--- config.mk ---
export PLATFORM = sky130hd
export DESIGN_NAME = paint_cursor_blink
export DESIGN_NICKNAME = d
export VERILOG_FILES = /design/src/rtl/paint_cursor_blink.sv
export SDC_FILE = /design/constraint.sdc
export NUM_CORES = 1
export LEC_CHECK = 0
export CAP_MARGIN = 15
export CORE_ASPECT_RATIO = 1.75
export CORE_UTILIZATION = 50
export CTS_BUF_LIST = sky130_fd_sc_hd__clkbuf_8
export CTS_CLUSTER_SIZE = 28
export DETAILED_ROUTE_END_ITERATION = 6
export GPL_ROUTABILITY_DRIVEN = 0
export PLACE_DENSITY = 0.82
export SLEW_MARGIN = 20
export SYNTH_ARGS = -nofsm -noshare
export SYNTH_HDL_FRONTEND = slang
export SYNTH_SLANG_ARGS = --single-unit
--- constraint.sdc ---
create_clock -name clk -period 5 [get_ports clk]
set_input_delay 1 -clock clk [delete_from_list [all_inputs] [get_ports clk]]
set_output_delay 1 -clock clk [all_outputs]
set_load 0.05 [all_outputs]
--- src/rtl/paint_cursor_blink.sv ---
// Cursor blink sequencer: saves the pixel under the cursor, then alternates it
// between WHITE and the saved colour, restoring it on move or disable.
module paint_cursor_blink #(
   parameter int                  X_W     = 5,
   parameter int                  Y_W     = 5,
   parameter int                  COLOR_W = 3,
   parameter logic [COLOR_W-1:0]  WHITE   = 3'b111
) (
   input  logic                 clk,
   input  logic                 rst,
   input  logic                 blink_en,
   input  logic [X_W-1:0]       cursor_x,
   input  logic [Y_W-1:0]       cursor_y,
   input  logic                 timer_done,
   input  logic [COLOR_W-1:0]   mem_rdata,
   input  logic                 mem_ack,
   output logic                 timer_clr,
   output logic                 timer_start,
   output logic                 mem_req,
   output logic                 mem_we,
   output logic [X_W+Y_W-1:0]   mem_addr,
   output logic [COLOR_W-1:0]   mem_wdata,
   output logic                 cursor_on
);

   typedef enum logic [2:0] {
      IDLE,
      RD,
      WR_W,
      CLR_W,
      CNT_W,
      WR_B,
      CLR_B,
      CNT_B
   } state_t;

   state_t                r_state;
   state_t                w_next;
   logic                  w_latch;
   logic                  w_moved;
   logic [X_W+Y_W-1:0]    r_addr;
   logic [COLOR_W-1:0]    r_bg;

   assign w_moved  = ({cursor_y, cursor_x} != r_addr);
   assign mem_addr = r_addr;

   // The address is only re-latched on entry to RD, so it stays frozen for
   // the whole read/white/restore sequence of one pixel.
   always_comb begin
      w_next  = r_state;
      w_latch = 1'b0;
      case (r_state)
         IDLE: begin
            if (blink_en) begin
               w_next  = RD;
               w_latch = 1'b1;
            end
         end
         RD: begin
            if (mem_ack) w_next = WR_W;
         end
         WR_W: begin
            if (mem_ack) w_next = CLR_W;
         end
         CLR_W: w_next = CNT_W;
         CNT_W: begin
            if (timer_done || w_moved || !blink_en) w_next = WR_B;
         end
         WR_B: begin
            if (mem_ack) begin
               if (!blink_en) begin
                  w_next = IDLE;
               end else if (w_moved) begin
                  w_next  = RD;
                  w_latch = 1'b1;
               end else begin
                  w_next = CLR_B;
               end
            end
         end
         CLR_B: w_next = CNT_B;
         CNT_B: begin
            if (!blink_en) begin
               w_next = IDLE;
            end else if (timer_done || w_moved) begin
               w_next  = RD;
               w_latch = 1'b1;
            end
         end
         default: w_next = IDLE;
      endcase
   end

   // Outputs are decoded from the next state so they are registered yet
   // still line up with the state they belong to.
   always_ff @(posedge clk) begin
      if (rst) begin
         r_state     <= IDLE;
         r_addr      <= '0;
         r_bg        <= '0;
         timer_clr   <= 1'b0;
         timer_start <= 1'b0;
         mem_req     <= 1'b0;
         mem_we      <= 1'b0;
         mem_wdata   <= '0;
         cursor_on   <= 1'b0;
      end else begin
         r_state <= w_next;
         if (w_latch) r_addr <= {cursor_y, cursor_x};
         if (r_state == RD && mem_ack) r_bg <= mem_rdata;

         timer_clr   <= (w_next == CLR_W) || (w_next == CLR_B);
         timer_start <= (w_next == CNT_W) || (w_next == CNT_B);
         mem_req     <= (w_next == RD) || (w_next == WR_W) || (w_next == WR_B);
         mem_we      <= (w_next == WR_W) || (w_next == WR_B);
         cursor_on   <= (w_next == CLR_W) || (w_next == CNT_W);
         if (w_next == WR_W)
            mem_wdata <= WHITE;
         else if (w_next == WR_B)
            mem_wdata <= r_bg;
         else
            mem_wdata <= '0;
      end
   end

endmodule

**Word level (Yosys, flattened, before mapping)**

Cells that the tools add are included.

- Equality and inequality tests: 15
- Multiplexer cells: 19
- Reduce and logical (&&, ||, !) cells: 11

Operators by type and width:

| kind | number |
|---|---|
| 3-bit two-way mux | 11 |
| 3-bit equality test (second input constant) | 8 |
| 3-bit one-hot mux with 8 select lines | 1 |
| 3-bit by 2-bit equality test with 1-bit output (second input constant) | 4 |
| 10-bit != test | 1 |
| 1-bit logical OR | 8 |
| 3-bit by 1-bit equality test with 1-bit output (second input constant) | 2 |
| 1-bit two-way mux | 6 |
| 3-bit logical NOT | 1 |
| 1-bit one-hot mux with 3 select lines | 1 |
| 1-bit logical AND | 1 |
| 1-bit logical NOT | 1 |

- Flip-flop bits (word level): 24
- Bits of input ports: 18

**Depth between registers and ports, before layout**

- Depth in word-level cells: 8
- Gate-level depth with buffers: 7

**Worst setup path after synthesis**

No wires, ideal clock.

- Kind: in2reg
- Start: input cursor_y[3]
- End: register mem_wdata[0]
- Arrival: 2.227 ns
- Required time: 4.899 ns
- Path slack: 2.672 ns
- Stages on the path: 5
- Buffers on the path: 0
- Cells stage by stage: xor2_1 nor4_4 nand4_1 a221o_1 o41ai_1

- Word-level cells in the longest chain between the ends: 8
- Elaborated cells on any way between the ends: 14
- Those cells by class: eq/ne (3); mux (9); reduce/logical (2)

RTL lines:

| item | line | text |
|---|---|---|
| start, declared | 13 | `input logic [Y_W-1:0] cursor_y,` |
| 10-bit != test * | 44 | `assign w_moved = ({cursor_y, cursor_x} != r_addr);` |
| 3-bit two-way mux or 1-bit logical OR (tied branches) | 73, 67, 85 |  |
| 3-bit two-way mux (tied with other cells) | 71 | `if (!blink_en) begin` |
| 3-bit two-way mux (on tied branches) | 70, 67, 83 |  |
| 3-bit one-hot mux with 8 select lines * | 52 | `case (r_state)` |
| 3-bit equality test | 119 | `else if (w_next == WR_B)` |
| 3-bit two-way mux | 119 |  |
| 3-bit two-way mux * | 117 | `if (w_next == WR_W)` |
| end signal, assigned | 120 | `mem_wdata <= r_bg;` |
| end, declared | 22 | `output logic [COLOR_W-1:0] mem_wdata,` |

Every way passes the cells marked *; elsewhere a longest branch is shown, timed or not.
A chain may end at the register's enable or synchronous reset.

**Worst setup path in the final report**

- Start: input cursor_y[3]
- End: register r_addr[6], in the netlist mem_addr[6]

- Word-level cells in the longest chain between the ends: 5
- Elaborated cells on any way between the ends: 8
- Those cells by class: eq/ne (1); mux (6); reduce/logical (1)

RTL lines:

| item | line | text |
|---|---|---|
| 10-bit != test * | 44 |  |
| 1-bit two-way mux or 1-bit logical OR (tied branches) | 73, 85 |  |
| 1-bit two-way mux (on tied branches) | 71, 85 |  |
| 1-bit two-way mux (on tied branches) | 70, 83 |  |
| 1-bit one-hot mux with 3 select lines * | 52 |  |
| end signal, assigned | 109 | `if (w_latch) r_addr <= {cursor_y, cursor_x};` |
| end, declared | 41 | `logic [X_W+Y_W-1:0] r_addr;` |

Marks and branches as above.

==> metrics.yaml <==
vdd_drop_max_v: 0.000229
drt-vias-per-instance: 5.73
status: "finished clean"
cts.repair.resized: 0
core_area_um2: 2360
pre_cts_slack_ns: 1.50
finalMaxSlewViolations: 0
fin_util: 0.699
synth_area_leaders: "dfxtp_1, mux2i_1, nand2_1"
fp-row-count: 23
worst_ep_required_time_ns: 5.20
antenna_left: 0
cts_hold_buf: 0
clockRootBuffer: "clkbuf_8"
async_flop_share: 0
postSynthAreaPerCell_um2: 8.45
pin_count: 36
worst_pin_slew_ns: 0.726
arrival_ns: 3.18
p_leak_uw: 0.000698
cts_buffers: 3
syn_nets: 169
final_area_um2: 1650
grt_usage: 0.264
synth_area_um2: 1280
hold_path_depth: 2
clk-insertion-delay-late_ns: 0.27
worstHoldStart: "r_bg[1]"
dp_cells: 202
grt.overflow.total: 0
initial_core_util: 0.541
routedWlPerCell_um: 15.6
powerDensity_nw_per_um2: 331
rr_worst_depth: 5
cts_tree: "yes"
timing.rr.start: "mem_addr[8]"
totalWireLength_um: 3200
synth_top_flop_cell: "dfxtp_1"
via_count: 1174
stdcell_count: 205
skew_ns: 0.00384
slowest_stage: "a21boi_2"
path_cells: "clkdlybuf4s50_1 > xor2_1 > nor4_4 > o2111ai_1 > a21boi_2 > mux2i_1"
setup_viol: 0
period_needed_ns: 2.99
hold_viol: 0
worst_slack_ns: 2.01
rsz0062_at_grt: "false"
grtUsageMet3: 0.0385
min_to: "mem_wdata[1]"
hp-class: "flip-flop to flip-flop"
max_freq_mhz: 335
maxSlewHeadroom: 0.513
drt_iter0_markers: 26
drv_cap: 0
max_stage_delay_ns: 0.64
grt_max_degree: 23
grt_pass1_wl_um: 4970
diodes: 0
synth-edff-count: 0
ys_warn_count: 0
clk_pin_slew_ns: 0.08
drive_above_1_share: 0.0667
io_buffers: 35
die_h_um: 68.8
drc_errors: 0
postCtsSetupBuffers: 0
critical_path_class: "primary input to flip-flop"
synth_top_area_share: 0.376
dr.pass1.iters: 4
area_growth_pct: 29.3
ys_seq_area_frac: 0.376
grt_pass1_vias: 1192
layout_common_cells: "clkdlybuf4s50_1, nand2_1, dfxtp_1"
dpl_cell_area_um2: 1600
die_w_um: 40.2
busiest_layer: "met2"
clock-sinks: 24
rr_endpoint: "mem_addr[6]"
fillers: 197
tns_ns: 0
grtUsageMet1: 0.222
place_hpwl_um: 2340
crit_fanout: 10
regArea_um2: 480
die-area_um2: 2770
final_common_cell: "clkdlybuf4s50_1"
synth_area_leader_cell: "dfxtp_1"
use_met2: 0.542
period_share: 0.597
r2r_slack_ns: 2.85
htree_levels: 1
multiInputGateArea_um2: 713
endpoint_kind: "flip-flop"
synthCells: 151
synth-seq-cells: 24
final_nets: 200
ctsLongestPathBuffers: 2
grt_antenna_before_repair: 0
critPathLaunchType: "primary input"
ys_types: 38
## where the power goes
| group | internal (uW) | leakage, uW | switching (uW) |
|---|---|---|---|
| registers | 211 | 0.000196 | 17.7 |
| logic | 76.7 | 0.000480 | 126 |
| clock network | 54.0 | 0.0000216 | 61.2 |
## registers in the layout, summed over array words and instances, names as in the netlist
register     flops
timer_start      1
r_state          3
r_bg             3
mem_we           1
mem_addr        10
timer_clr        1
mem_wdata        3
mem_req          1
cursor_on        1
## synth_stat cells, drive strengths merged, types with 2 or more instances
master / instances
a31oi: 2
nand2: 26
nor2: 12
inv: 9
dlygate4sd1: 2
and3: 2
xor2: 10
nor2b: 2
o21ai: 3
a21o: 2
and2b: 2
and2: 2
buf: 3
nand3: 5
clkbuf: 4
nor4: 2
a21oi: 10
o41ai: 3
dfxtp: 24
mux2i: 10
## cells by family (layout without fill, tap and decap cells)
logic type / Yosys count / after routing / share of synthesized area
compound gates: 30 / 30 / 0.159
xor+xnor: 10 / 10 / 0.0686
buf+inv: 18 / 47 / 0.0725
flops: 24 / 24 / 0.376
mux: 10 / 10 / 0.0784
simple gates: 59 / 59 / 0.245
## per-layer routing
layer  up-vias  wire length (um)  share of wire
li1        573                 -              -
met1       540              1090           0.34
met2        50              1900           0.60
met3        11               126          0.039
met4         0                78          0.024
met5         -                 0              0
## worst max path at each step
stage	slack, ns	endpoint	cells after the start	startpoint
final	2.01	mem_addr[6]	6	cursor_y[3]
after global routing	1.93	mem_addr[4]	6	cursor_y[3]
after CTS	1.74	mem_addr[6]	6	cursor_y[3]
after detailed placement	1.50	mem_addr[6]	6	cursor_y[3]
after global placement	1.60	mem_addr[8]	6	cursor_y[3]
after floorplan	2.67	mem_wdata[0]	5	cursor_y[3]
## metrics by stage
stage / hold WS (ns) / total power [uW]
floorplan: 0.447 / 372
global placement: 0.470 / 425
detailed placement: 0.483 / 431
CTS: 0.495 / 542
global route: 0.509 / 567
finish: 0.483 / 546
## critical path, delay by kind of cell
kind | cells | cell delay, ns
buffers and inverters | 1 | 0.44
XOR/XNOR | 1 | 0.19
AO/OA/AOI/OAI | 2 | 0.87
multiplexers | 1 | 0.27
AND/OR/NAND/NOR | 1 | 0.40
## final cells by class
| class | count | share of cell area |
|---|---|---|
| Timing Repair Buffer | 35 | 0.212 |
| Tap cell | 25 | 0.0190 |
| Inverter | 9 | 0.0205 |
| Sequential cell | 24 | 0.291 |
| Clock buffer | 3 | 0.0250 |
| Multi-Input combinational cell | 109 | 0.432 |
(Power assumes the default switching activity.)
